File: config.mk
export PLATFORM = sky130hd
export DESIGN_NAME = mlp_sched
export DESIGN_NICKNAME = d
export VERILOG_FILES = /design/src/rtl/mlp_sched.sv
export SDC_FILE = /design/constraint.sdc
export NUM_CORES = 1
export LEC_CHECK = 0
export BUFFER_PORTS_ARGS = -buffer_cell sky130_fd_sc_hd__buf_2
export CAP_MARGIN = 30
export CORE_MARGIN = 1.5
export CORE_UTILIZATION = 40
export DETAILED_ROUTE_END_ITERATION = 10
export PLACE_DENSITY = 0.72
export SYNTH_ARGS = -nofsm -noshare
export SYNTH_HDL_FRONTEND = slang
export SYNTH_SLANG_ARGS = --single-unit
File: constraint.sdc
create_clock -name clk_i -period 4.4 [get_ports clk_i]
set_clock_uncertainty 0.2 [all_clocks]
set_input_delay 0.44 -clock clk_i [delete_from_list [all_inputs] [get_ports clk_i]]
set_output_delay 0.44 -clock clk_i [all_outputs]
set_load 0.05 [all_outputs]
File: src/rtl/mlp_sched.sv
// rtl/mlp_sched.sv - neuron/operand sequencer for a time-multiplexed 2-layer dense MLP
//
// Walks every neuron of layer 1 (D_IN -> D_HID) and layer 2 (D_HID -> D_OUT)
// on one shared MAC: BIAS loads the accumulator, MAC streams the fan-in,
// STORE writes the activated result to the hidden buffer or output register.
// Optional macro: MLP_SCHED_PERF_EN enables the saturating inference counter.
//
// Ports:
//   clk_i, rstn_i            clock, asynchronous active-low reset
//   clear_i                  synchronous soft abort back to IDLE
//   in_valid_i / in_ready_o  input vector handshake (ready only in IDLE)
//   out_valid_o / out_ready_i  output vector handshake
//   busy_o                   any state other than IDLE
//   w_addr_o, b_addr_o       weight / bias memory addresses
//   src_sel_o, src_idx_o     MAC operand source (0 input vector, 1 hidden) and index
//   mac_clr_o, mac_en_o      accumulator load-with-bias / accumulate strobes
//   wr_o, dst_sel_o, dst_idx_o  result write strobe, destination (0 hidden, 1 output), index
//   infer_cnt_o              completed inferences (0 when MLP_SCHED_PERF_EN undefined)

module mlp_sched #(
   parameter int D_IN  = 6,
   parameter int D_HID = 16,
   parameter int D_OUT = 3,
   parameter int WA_W  = $clog2(D_IN*D_HID + D_HID*D_OUT),
   parameter int BA_W  = $clog2(D_HID + D_OUT),
   parameter int IX_W  = $clog2((D_IN > D_HID) ? D_IN : D_HID)
) (
   input  logic            clk_i,
   input  logic            rstn_i,
   input  logic            clear_i,
   input  logic            in_valid_i,
   output logic            in_ready_o,
   output logic            out_valid_o,
   input  logic            out_ready_i,
   output logic            busy_o,
   output logic [WA_W-1:0] w_addr_o,
   output logic [BA_W-1:0] b_addr_o,
   output logic            src_sel_o,
   output logic [IX_W-1:0] src_idx_o,
   output logic            mac_clr_o,
   output logic            mac_en_o,
   output logic            wr_o,
   output logic            dst_sel_o,
   output logic [IX_W-1:0] dst_idx_o,
   output logic [15:0]     infer_cnt_o
);

   typedef enum logic [2:0] {
      S_IDLE,
      S_BIAS,
      S_MAC,
      S_STORE,
      S_DONE
   } state_t;

   localparam logic [IX_W-1:0] LAST_K0 = IX_W'(D_IN - 1);
   localparam logic [IX_W-1:0] LAST_K1 = IX_W'(D_HID - 1);
   localparam logic [IX_W-1:0] LAST_J0 = IX_W'(D_HID - 1);
   localparam logic [IX_W-1:0] LAST_J1 = IX_W'(D_OUT - 1);
   localparam logic [BA_W-1:0] B_OFS1  = BA_W'(D_HID);

   state_t          state_q, state_d;
   logic            layer_q, layer_d;
   logic [IX_W-1:0] j_q, j_d;
   logic [IX_W-1:0] k_q, k_d;
   // Weights of both layers are laid out back to back in neuron-major order,
   // so a single running counter walks the whole store without multipliers.
   logic [WA_W-1:0] w_addr_q, w_addr_d;

   always_ff @(posedge clk_i or negedge rstn_i) begin
      if (!rstn_i) begin
         state_q  <= S_IDLE;
         layer_q  <= 1'b0;
         j_q      <= '0;
         k_q      <= '0;
         w_addr_q <= '0;
      end else begin
         state_q  <= state_d;
         layer_q  <= layer_d;
         j_q      <= j_d;
         k_q      <= k_d;
         w_addr_q <= w_addr_d;
      end
   end

   always_comb begin
      state_d     = state_q;
      layer_d     = layer_q;
      j_d         = j_q;
      k_d         = k_q;
      w_addr_d    = w_addr_q;
      in_ready_o  = 1'b0;
      out_valid_o = 1'b0;
      busy_o      = (state_q != S_IDLE);
      w_addr_o    = '0;
      b_addr_o    = '0;
      src_sel_o   = 1'b0;
      src_idx_o   = '0;
      mac_clr_o   = 1'b0;
      mac_en_o    = 1'b0;
      wr_o        = 1'b0;
      dst_sel_o   = 1'b0;
      dst_idx_o   = '0;

      case (state_q)
         S_IDLE: begin
            in_ready_o = 1'b1;
            if (in_valid_i) begin
               layer_d  = 1'b0;
               j_d      = '0;
               k_d      = '0;
               w_addr_d = '0;
               state_d  = S_BIAS;
            end
         end
         S_BIAS: begin
            mac_clr_o = 1'b1;
            b_addr_o  = layer_q ? (B_OFS1 + BA_W'(j_q)) : BA_W'(j_q);
            k_d       = '0;
            state_d   = S_MAC;
         end
         S_MAC: begin
            mac_en_o  = 1'b1;
            src_sel_o = layer_q;
            src_idx_o = k_q;
            w_addr_o  = w_addr_q;
            w_addr_d  = w_addr_q + WA_W'(1);
            if (k_q == (layer_q ? LAST_K1 : LAST_K0)) begin
               state_d = S_STORE;
            end else begin
               k_d = k_q + IX_W'(1);
            end
         end
         S_STORE: begin
            wr_o      = 1'b1;
            dst_sel_o = layer_q;
            dst_idx_o = j_q;
            if (j_q != (layer_q ? LAST_J1 : LAST_J0)) begin
               j_d     = j_q + IX_W'(1);
               state_d = S_BIAS;
            end else if (!layer_q) begin
               layer_d = 1'b1;
               j_d     = '0;
               state_d = S_BIAS;
            end else begin
               state_d = S_DONE;
            end
         end
         S_DONE: begin
            out_valid_o = 1'b1;
            if (out_ready_i) begin
               state_d = S_IDLE;
            end
         end
         default: begin
            state_d = S_IDLE;
         end
      endcase

      // Abort wins over everything, including a pending write in STORE:
      // the abandoned result must never reach the destination.
      if (clear_i) begin
         state_d  = S_IDLE;
         layer_d  = 1'b0;
         j_d      = '0;
         k_d      = '0;
         w_addr_d = '0;
         wr_o     = 1'b0;
      end
   end

`ifdef MLP_SCHED_PERF_EN
   logic [15:0] infer_cnt_q, infer_cnt_d;

   always_comb begin
      infer_cnt_d = infer_cnt_q;
      if ((state_q == S_DONE) && out_ready_i && !clear_i && (infer_cnt_q != 16'hFFFF)) begin
         infer_cnt_d = infer_cnt_q + 16'd1;
      end
   end

   // Only the hard reset clears the counter; soft aborts leave it intact.
   always_ff @(posedge clk_i or negedge rstn_i) begin
      if (!rstn_i) begin
         infer_cnt_q <= '0;
      end else begin
         infer_cnt_q <= infer_cnt_d;
      end
   end

   assign infer_cnt_o = infer_cnt_q;
`else
   assign infer_cnt_o = '0;
`endif

endmodule

# Word level (Yosys, flattened, before mapping)
# Index checks and enable logic that the tools add are counted.
word_totals:
  reg_bits: 20
  input_bits: 5
  output_inout_bits: 45
classes:
  n_addsub: 4
  n_eq_ne: 12
  mux: 37
  reduce_logical: 10
op_table:
  columns: ["operator", "count"]
  rows:
  - ["4-bit 2-to-1 mux", 10]
  - ["8-bit 2-to-1 mux", 3]
  - ["3-bit 2-to-1 mux", 6]
  - ["8-bit one-hot mux with 2 select lines", 1]
  - ["3-bit inequality test (second input constant)", 5]
  - ["3-bit one-hot mux with 5 select lines", 1]
  - ["4-bit one-hot mux with 3 select lines", 1]
  - ["3-bit AND reduction", 4]
  - ["1-bit 2-to-1 mux", 11]
  - ["5-bit 2-to-1 mux", 2]
  - ["3-bit nonzero test", 3]
  - ["4-bit by 1-bit adder with 4-bit output (second input constant)", 2]
  - ["8-bit by 1-bit adder with 8-bit output (second input constant)", 1]
  - ["4-bit one-hot mux with 2 select lines", 1]
  - ["3-bit by 2-bit == test with 1-bit output (second input constant)", 2]
  - ["5-bit by 4-bit adder with 5-bit output (first input constant)", 1]
  - ["4-bit == test", 1]
  - ["4-bit inequality test", 1]
  - ["4-bit inequality test (second input constant)", 1]
  - ["4-bit nonzero test", 1]
  - ["3-bit by 1-bit == test with 1-bit output (second input constant)", 1]
  - ["3-bit == test (second input constant)", 1]
  - ["3-bit logical NOT", 1]
  - ["1-bit one-hot mux with 2 select lines", 1]
  - ["2-bit AND reduction", 1]

# Logic depth before layout (Yosys ltp)
# Gate-level depths: netlist (run 1).
logic_depth:
  depth_word: 5
  depth_mapped: 6
  mapped_depth_nobuf: 4

# Worst setup path after synthesis (run 1)
# OpenSTA, ideal clock, no wires.
synth_path:
  path_kind: "reg2out"
  from: "reg state_q[1]"
  to: "out b_addr_o[0]"
  arrival_ns: 2.605
  required_ns: 3.760
  path_slack_ns: 1.155
  path_stages_with_launch: 5
  path_cell_list: "dfrtp_1 buf_4 clkbuf_1 nor3b_1 and2_1"
synth_via:
  elab_chain_cells: 2
synth_lines:
  columns: ["item", "line", "text"]
  rows:
  - ["start, declared", "62", "state_t state_q, state_d;"]
  - ["start signal, assigned", "78", "state_q <= state_d;"]
  - ["3-bit by 1-bit == test with 1-bit output", "105", "case (state_q)"]
  - ["5-bit 2-to-1 mux", "105", null]
  - ["end, declared", "37", "output logic [BA_W-1:0] b_addr_o,"]
# Every way passes these cells.

# Final worst setup path (run 1)
layout_path:
  from: "reg state_q[0]"
  to: "out w_addr_o[7]"
layout_via:
  elab_chain_cells: 2
layout_lines:
  columns: ["item", "line", "text"]
  rows:
  - ["3-bit by 2-bit == test with 1-bit output", "105", null]
  - ["8-bit 2-to-1 mux", "105", null]
  - ["end, declared", "36", "output logic [WA_W-1:0] w_addr_o,"]
# Every way passes these cells.

==> run_results.csv, run 1 <==
group,metric,value,unit
sta,rsz0062_at_grt,"no",
cts,cts_buffers,3,
synth,synth_adder_area_share,2.59,%
drt,ant_nets,0,
setup_path,cp-start-kind,"flip-flop",
synth,yosysSeqAreaShare,34.5,%
sta,fmax,367,MHz
setup_path,reg2reg_depth,4,
drt,viasPerCell,5.15,
setup_path,path_cells,"nor2_1 > and3_1 > buf_2",
synth,synthCells,162,
drt,via_count,1216,
setup_path,critPathCapture,"w_addr_o[7]",
pwr,totalPowerFinal,0.443,mW
synth,ys_warn_count,0,
setup_path,critPathMaxFanout,15,
cts,clk_latency,0.30,ns
finish,nets,199,
drt,first_pass_iters,4,
global_routing,grt_use_total,15.2,%
synth,synth.area.top_cells,"dfrtp_1, buf_4, and3_1",
drt,drc,0,
cts,clkSinkCount,20,
setup_path,critPathCaptureType,"primary output",
cts,cts-root-buf,"clkbuf_4",
setup_path,r2r_start,"state_q[0]",
sta,slew_viol_final,0,
setup_path,crit_required,3.76,ns
job,cap_violations,0,
synth,synth_top_family_by_area,"simple AND/OR/NAND/NOR gates",
worst_hold_path,holdPathStages,2,
sta,worst-slew-pin-transition,0.791,ns
setup_path,crit_start,"state_q[0]",
synth,syn-cell-area,0.00145,mm^2
synth,synth-xor-area-share,1.81,%
global_routing,grt_pass1_vias,1046,
setup_path,critPathMaxStageDelay,0.68,ns
place,gp_congestion,0.835,
setup_path,crit_slowest_cell,"nor2_1",
synth,yosys.area_share.simple,29.4,%
floorplan,initial_core_util,42.4,%
setup_path,critPathKind,"reg -> out",
place,port-buffer-count,33,
synth,synth_area_per_cell,8.94,um^2
floorplan,pin_count,50,
sta,slew-limit-headroom,47.1,%
synth,synth_compound_area_share,17.4,%
drt,drtIter0Drc,41,
pwr,p_leak,0.883,nW
synth,synth.distinct_cells,44,
global_routing,grt_max_degree,29,
sta,layout_min_cycle_time,2.72,ns
setup_path,worstReg2RegEnd,"w_addr_q[2]",
floorplan,core_area,0.00342,mm^2
setup_path,cp.arrival,2.08,ns
drt,wl,2950,um
global_routing,antenna_found_initial,0,
sta,setup_tns,0,ns
finish,area_growth,10.8,%
cts,cts_tree,"built",
floorplan,fp-row-count,21,
synth,synth_top_area_cell,"dfrtp_1",
floorplan,dieArea,0.00399,mm^2
finish,drive_gt1_share,23.7,%
cts,ctsResizeCount,0,
synth,muxShareOfSynthArea,1.55,%
sta,setup_violations,0,
worst_hold_path,hold_path_class,"in -> reg",
drt,routedWlPerCell,12.5,um
cts,clock_path_buffers,2,
pwr,p_per_area,276,mW/mm^2
floorplan,dieHeight,63.2,um
global_routing,grt_remaining_overflow,0,
setup_path,r2r_slack,2.30,ns
floorplan,die_w,63.2,um
finish,antennaDiodeCount,0,
synth,ys_ff_latch,20,
cts,htree_levels,1,
sta,period_share,61.9,%
sta,hold_violations,0,
run_status,outcome,"finished, final reports clean",
synth,synth_top_area_share,34.5,%
place,dp_hpwl,2140,um
cts,clk_pin_slew,0.11,ns
global_routing,grt_pass1_wl,4900,um
pwr,peakVddDrop,93.2,uV
[repair_timing]
| action | in CTS | in global routing |
|---|---|---|
| buffers inserted | 0 | 0 |
| hold buffers | 1 | 0 |
| endpoints found under the hold margin | 20 | 0 |
[metal layers]
layer  routed length [um]  track usage, %  up-vias
li1                     -               -      608
met2                 1410            23.8       22
met3                   70            1.79        2
met5                    0               0        -
met4                   27            6.79        0
met1                 1440            21.2      584
[area by class of cell]
class	count	area, um^2
well taps	46	57.6
multi-input cells	129	825
inverters	3	11.3
flip-flops and latches	20	500
repair buffers	34	175
clock buffers	4	36.3
fillers	347	1810
[power breakdown]
| group | switching (mW) | total [mW] | internal [mW] |
|---|---|---|---|
| Sequential | 0.0203 | 0.210 | 0.189 |
| Combinational | 0.0995 | 0.128 | 0.0282 |
| Clock | 0.0551 | 0.106 | 0.0504 |
| Total | 0.175 | 0.443 | 0.268 |
[worst max-delay path: cells and delay by family (launching register included)]
kind,cells,cell delay (ns)
flip-flops,1,0.55
buffers and inverters,1,0.27
AND/OR/NAND/NOR,2,0.96
[synth_stat cells]
cell,count
a21o_1,1
a21oi_1,3
a21oi_2,1
a221o_1,1
a221oi_1,1
a221oi_2,1
a22o_1,5
a31oi_1,5
a32oi_1,1
and2_1,11
and3_1,15
and3b_1,1
and4b_1,1
buf_1,1
buf_2,2
buf_4,17
buf_6,1
clkbuf_1,3
clkbuf_2,1
conb_1,1
dfrtp_1,20
ha_1,3
inv_1,3
mux2_2,2
nand2_1,7
nand2b_1,1
nand3_1,4
nand3b_1,1
nand4_1,4
nor2_1,9
nor2b_1,4
nor3_1,2
nor3b_1,2
nor4b_4,2
o211a_1,1
o21ai_0,7
o21ai_1,8
o21ba_2,1
o31ai_1,1
or2_1,1
or2_2,1
or3_1,1
or4b_1,1
xnor2_1,3
[stage by stage]
stage                     hold slack [ns]  cell area [um^2]  instances  worst slack, ns  util [%]
final                               0.212              1610        236             1.68      47.0
after global routing                0.199              1610        236             1.47      47.0
after CTS                           0.200              1610        236             1.70      47.0
after detailed placement            0.215              1560        231             2.05      45.6
after global placement              0.217              1560        231             2.08      45.6
after floorplan                   -0.0556              1510        177             1.15         -
[state kept, by name (all words and copies together) (netlist names)]
signal and flops:
j_q 4, k_q 4, layer_q 1, state_q 3, w_addr_q 8
[how the worst min path moves through the flow]
stage                from  endpoint  slack, ns
5_1_grt        in_valid_i   layer_q       0.20
3_3_place_gp       rstn_i    j_q[2]       0.22
2_1_floorplan      rstn_i    j_q[0]      -0.06
6_report       in_valid_i   layer_q       0.21
4_1_cts        in_valid_i   layer_q       0.20
3_5_place_dp       rstn_i    j_q[2]       0.21
[cell families after synthesis]
kind of cell,count (synthesis)
and+or+nand+nor,68
AOI/OAI and AO/OA,37
buffers and inverters,28
DFF,20
adders and majority gates,3
xor gates and xnor gates,3
muxes,2
other,1
[placed cells by master (no fill, tap or decap), drive strengths merged, types with 3 or more instances in the layout]
cell type / synthesis / layout
a21oi: 4 / 4
a22o: 5 / 5
a31oi: 5 / 5
and2: 11 / 11
and3: 15 / 15
buf: 21 / 33
clkbuf: 4 / 4
conb: 1 / 16
dfrtp: 20 / 20
ha: 3 / 3
inv: 3 / 3
nand2: 7 / 7
nand3: 4 / 4
nand4: 4 / 4
nor2: 9 / 9
nor2b: 4 / 4
o21ai: 15 / 15
xnor2: 3 / 3
Power figures use the tool's default switching activity.
==> run 2, diff against run 1 <==
--- a/config.mk
+++ b/config.mk
@@ -10,7 +10,7 @@
 export CORE_MARGIN = 1.5
 export CORE_UTILIZATION = 40
 export DETAILED_ROUTE_END_ITERATION = 10
-export PLACE_DENSITY = 0.72
+export PLACE_DENSITY = 0.75
 export SYNTH_ARGS = -nofsm -noshare
 export SYNTH_HDL_FRONTEND = slang
 export SYNTH_SLANG_ARGS = --single-unit
==> constraint.sdc (replaced) <==
create_clock -name clk_i -period 2.35 [get_ports clk_i]
set_clock_uncertainty 0.2 [all_clocks]
set_input_delay 0.235 -clock clk_i [delete_from_list [all_inputs] [get_ports clk_i]]
set_output_delay 0.235 -clock clk_i [all_outputs]
set_load 0.05 [all_outputs]
==> run 2 against run 1 <==
  * Final area rose by 4.0%
  * Flip-flop and latch count unchanged
  * Total power increased by 110%
  * Combinational power grew 100%
  * First-iteration DRC count rose by 110%
  * Global-route usage about the same
  * Via count increased by 2.2%
  * Final cell count is 1.3% higher
  * Highest routed layer unchanged
  * Sequential share of layout area decreased by 1.1 points
  * Critical path depth unchanged
  * Non-clock buffer count rose by 3
  * Die area did not move
==> run_results.csv, run 2 (synthesis gave the netlist of run 1 again) <==
group,metric,value,unit
cts,clk_latency,0.31,ns
place,dp_hpwl,2150,um
pwr,p_leak,0.910,nW
drt,ant_nets,0,
cts,clock_path_buffers,2,
setup_path,critPathMaxFanout,14,
finish,area_growth,15.2,%
floorplan,initial_core_util,42.4,%
setup_path,critPathCaptureType,"primary output",
global_routing,grt_pass1_wl,4910,um
worst_hold_path,hold_path_class,"in -> reg",
sta,worst-slew-pin-transition,0.587,ns
global_routing,grt_use_total,15.2,%
worst_hold_path,min_from,"out_ready_i",
finish,largest_register,"w_addr_q",
pwr,peakVddDrop,296,uV
finish,nets,202,
finish,largest_reg_flops,8,
setup_path,worstReg2RegEnd,"w_addr_q[4]",
finish,layout_commonest_cell,"buf_2",
sta,setup_violations,0,
cts,cts-root-buf,"clkbuf_4",
global_routing,grt_max_degree,21,
floorplan,pin_count,50,
sta,layout_min_cycle_time,2.18,ns
worst_hold_path,hold_path_end,"state_q[2]",
finish,antennaDiodeCount,0,
setup_path,cp-start-kind,"flip-flop",
finish,drive_gt1_share,26.4,%
drt,drc,0,
drt,wl,3110,um
sta,fmax,458,MHz
floorplan,core_area,0.00342,mm^2
floorplan,die_w,63.2,um
finish,top_regs,"w_addr_q (8), j_q (4), k_q (4)",
floorplan,dieArea,0.00399,mm^2
drt,drtIter0Drc,85,
drt,first_pass_iters,4,
worst_hold_path,holdPathStages,4,
sta,fin_ws,0.166,ns
job,cap_violations,0,
drt,viasPerCell,5.20,
setup_path,r2r_start,"state_q[0]",
global_routing,grt_remaining_overflow,0,
global_routing,grt_pass1_vias,1065,
floorplan,dieHeight,63.2,um
global_routing,antenna_found_initial,0,
place,dp.cells,233,
drt,routedWlPerCell,13.0,um
place,port-buffer-count,33,
run_status,outcome,"finished, final reports clean",
sta,rsz0062_at_grt,"no",
finish,layout_common_cells,"buf_2, dfrtp_1, conb_1",
sta,period_share,92.9,%
cts,htree_levels,1,
cts,clk_pin_slew,0.11,ns
setup_path,crit_required,1.91,ns
setup_path,critPathKind,"reg -> out",
setup_path,reg2reg_depth,4,
cts,clkSinkCount,20,
sta,hold_violations,0,
finish,instances_no_fill,239,
sta,setup_tns,0,ns
sta,slew_viol_final,0,
pwr,p_per_area,561,mW/mm^2
sta,slew-limit-headroom,60.7,%
floorplan,fp-row-count,21,
pwr,totalPowerFinal,0.937,mW
cts,cts_tree,"built",
setup_path,r2r_slack,0.41,ns
setup_path,cp.arrival,1.75,ns
cts,cts_buffers,3,
drt,via_count,1243,
place,place_ws,0.436,ns
place,gp_congestion,0.787,
## run 2: worst max-delay path, cell delays in order, from the launching register on
cell,delay [ns]
dfrtp_1,0.67
and3b_1,0.36
and2_1,0.16
buf_2,0.25
## run 2: worst max path at each step
| stage | slack [ns] | startpoint | to | cells after the start |
|---|---|---|---|---|
| finish | 0.17 | state_q[0] | dst_idx_o[1] | 3 |
| global route | 0.07 | state_q[0] | b_addr_o[3] | 3 |
| CTS | 0.08 | state_q[1] | wr_o | 4 |
| detailed placement | 0.44 | state_q[1] | w_addr_q[3] | 5 |
| global placement | 0.47 | state_q[0] | w_addr_q[5] | 4 |
| floorplan | 0.11 | state_q[1] | b_addr_o[0] | 4 |
## run 2: layout make-up
| class | instances | area, um^2 |
|---|---|---|
| timing repair buffer | 37 | 200 |
| fill | 328 | 1750 |
| multi-input combinational | 129 | 846 |
| tap | 46 | 57.6 |
| inverter | 3 | 11.3 |
| clock inverter | 1 | 30.0 |
| sequential | 20 | 502 |
| clock buffer | 3 | 22.5 |
## run 2: what timing repair did
action                     4_1_cts  5_1_grt
setup endpoints to repair        0        1
hold buffers                     2        0
buffers inserted                 0        0
resized for setup                0        1
hold endpoints to repair        21        0
## run 2: stage by stage
step	util (%)	area, um^2	hold slack [ns]
2_1_floorplan	-	1530	-0.261
3_3_place_gp	46.7	1600	0.0168
3_5_place_dp	46.7	1600	0.0164
4_1_cts	48.8	1670	0.0169
5_1_grt	48.9	1670	0.0297
6_report	48.9	1670	0.0291
## run 2: power breakdown
part / switching [mW] / internal [mW] / total (mW)
logic: 0.197 / 0.0656 / 0.262
clock network: 0.114 / 0.172 / 0.286
registers: 0.0326 / 0.356 / 0.388
## run 2: per-layer routing
metal,vias up,global-route usage (%),share of wire [%]
li1,613,-,-
met5,-,0,0
met3,2,2.14,4.4
met4,0,6.79,0.87
met2,40,24.2,48
met1,588,20.5,47
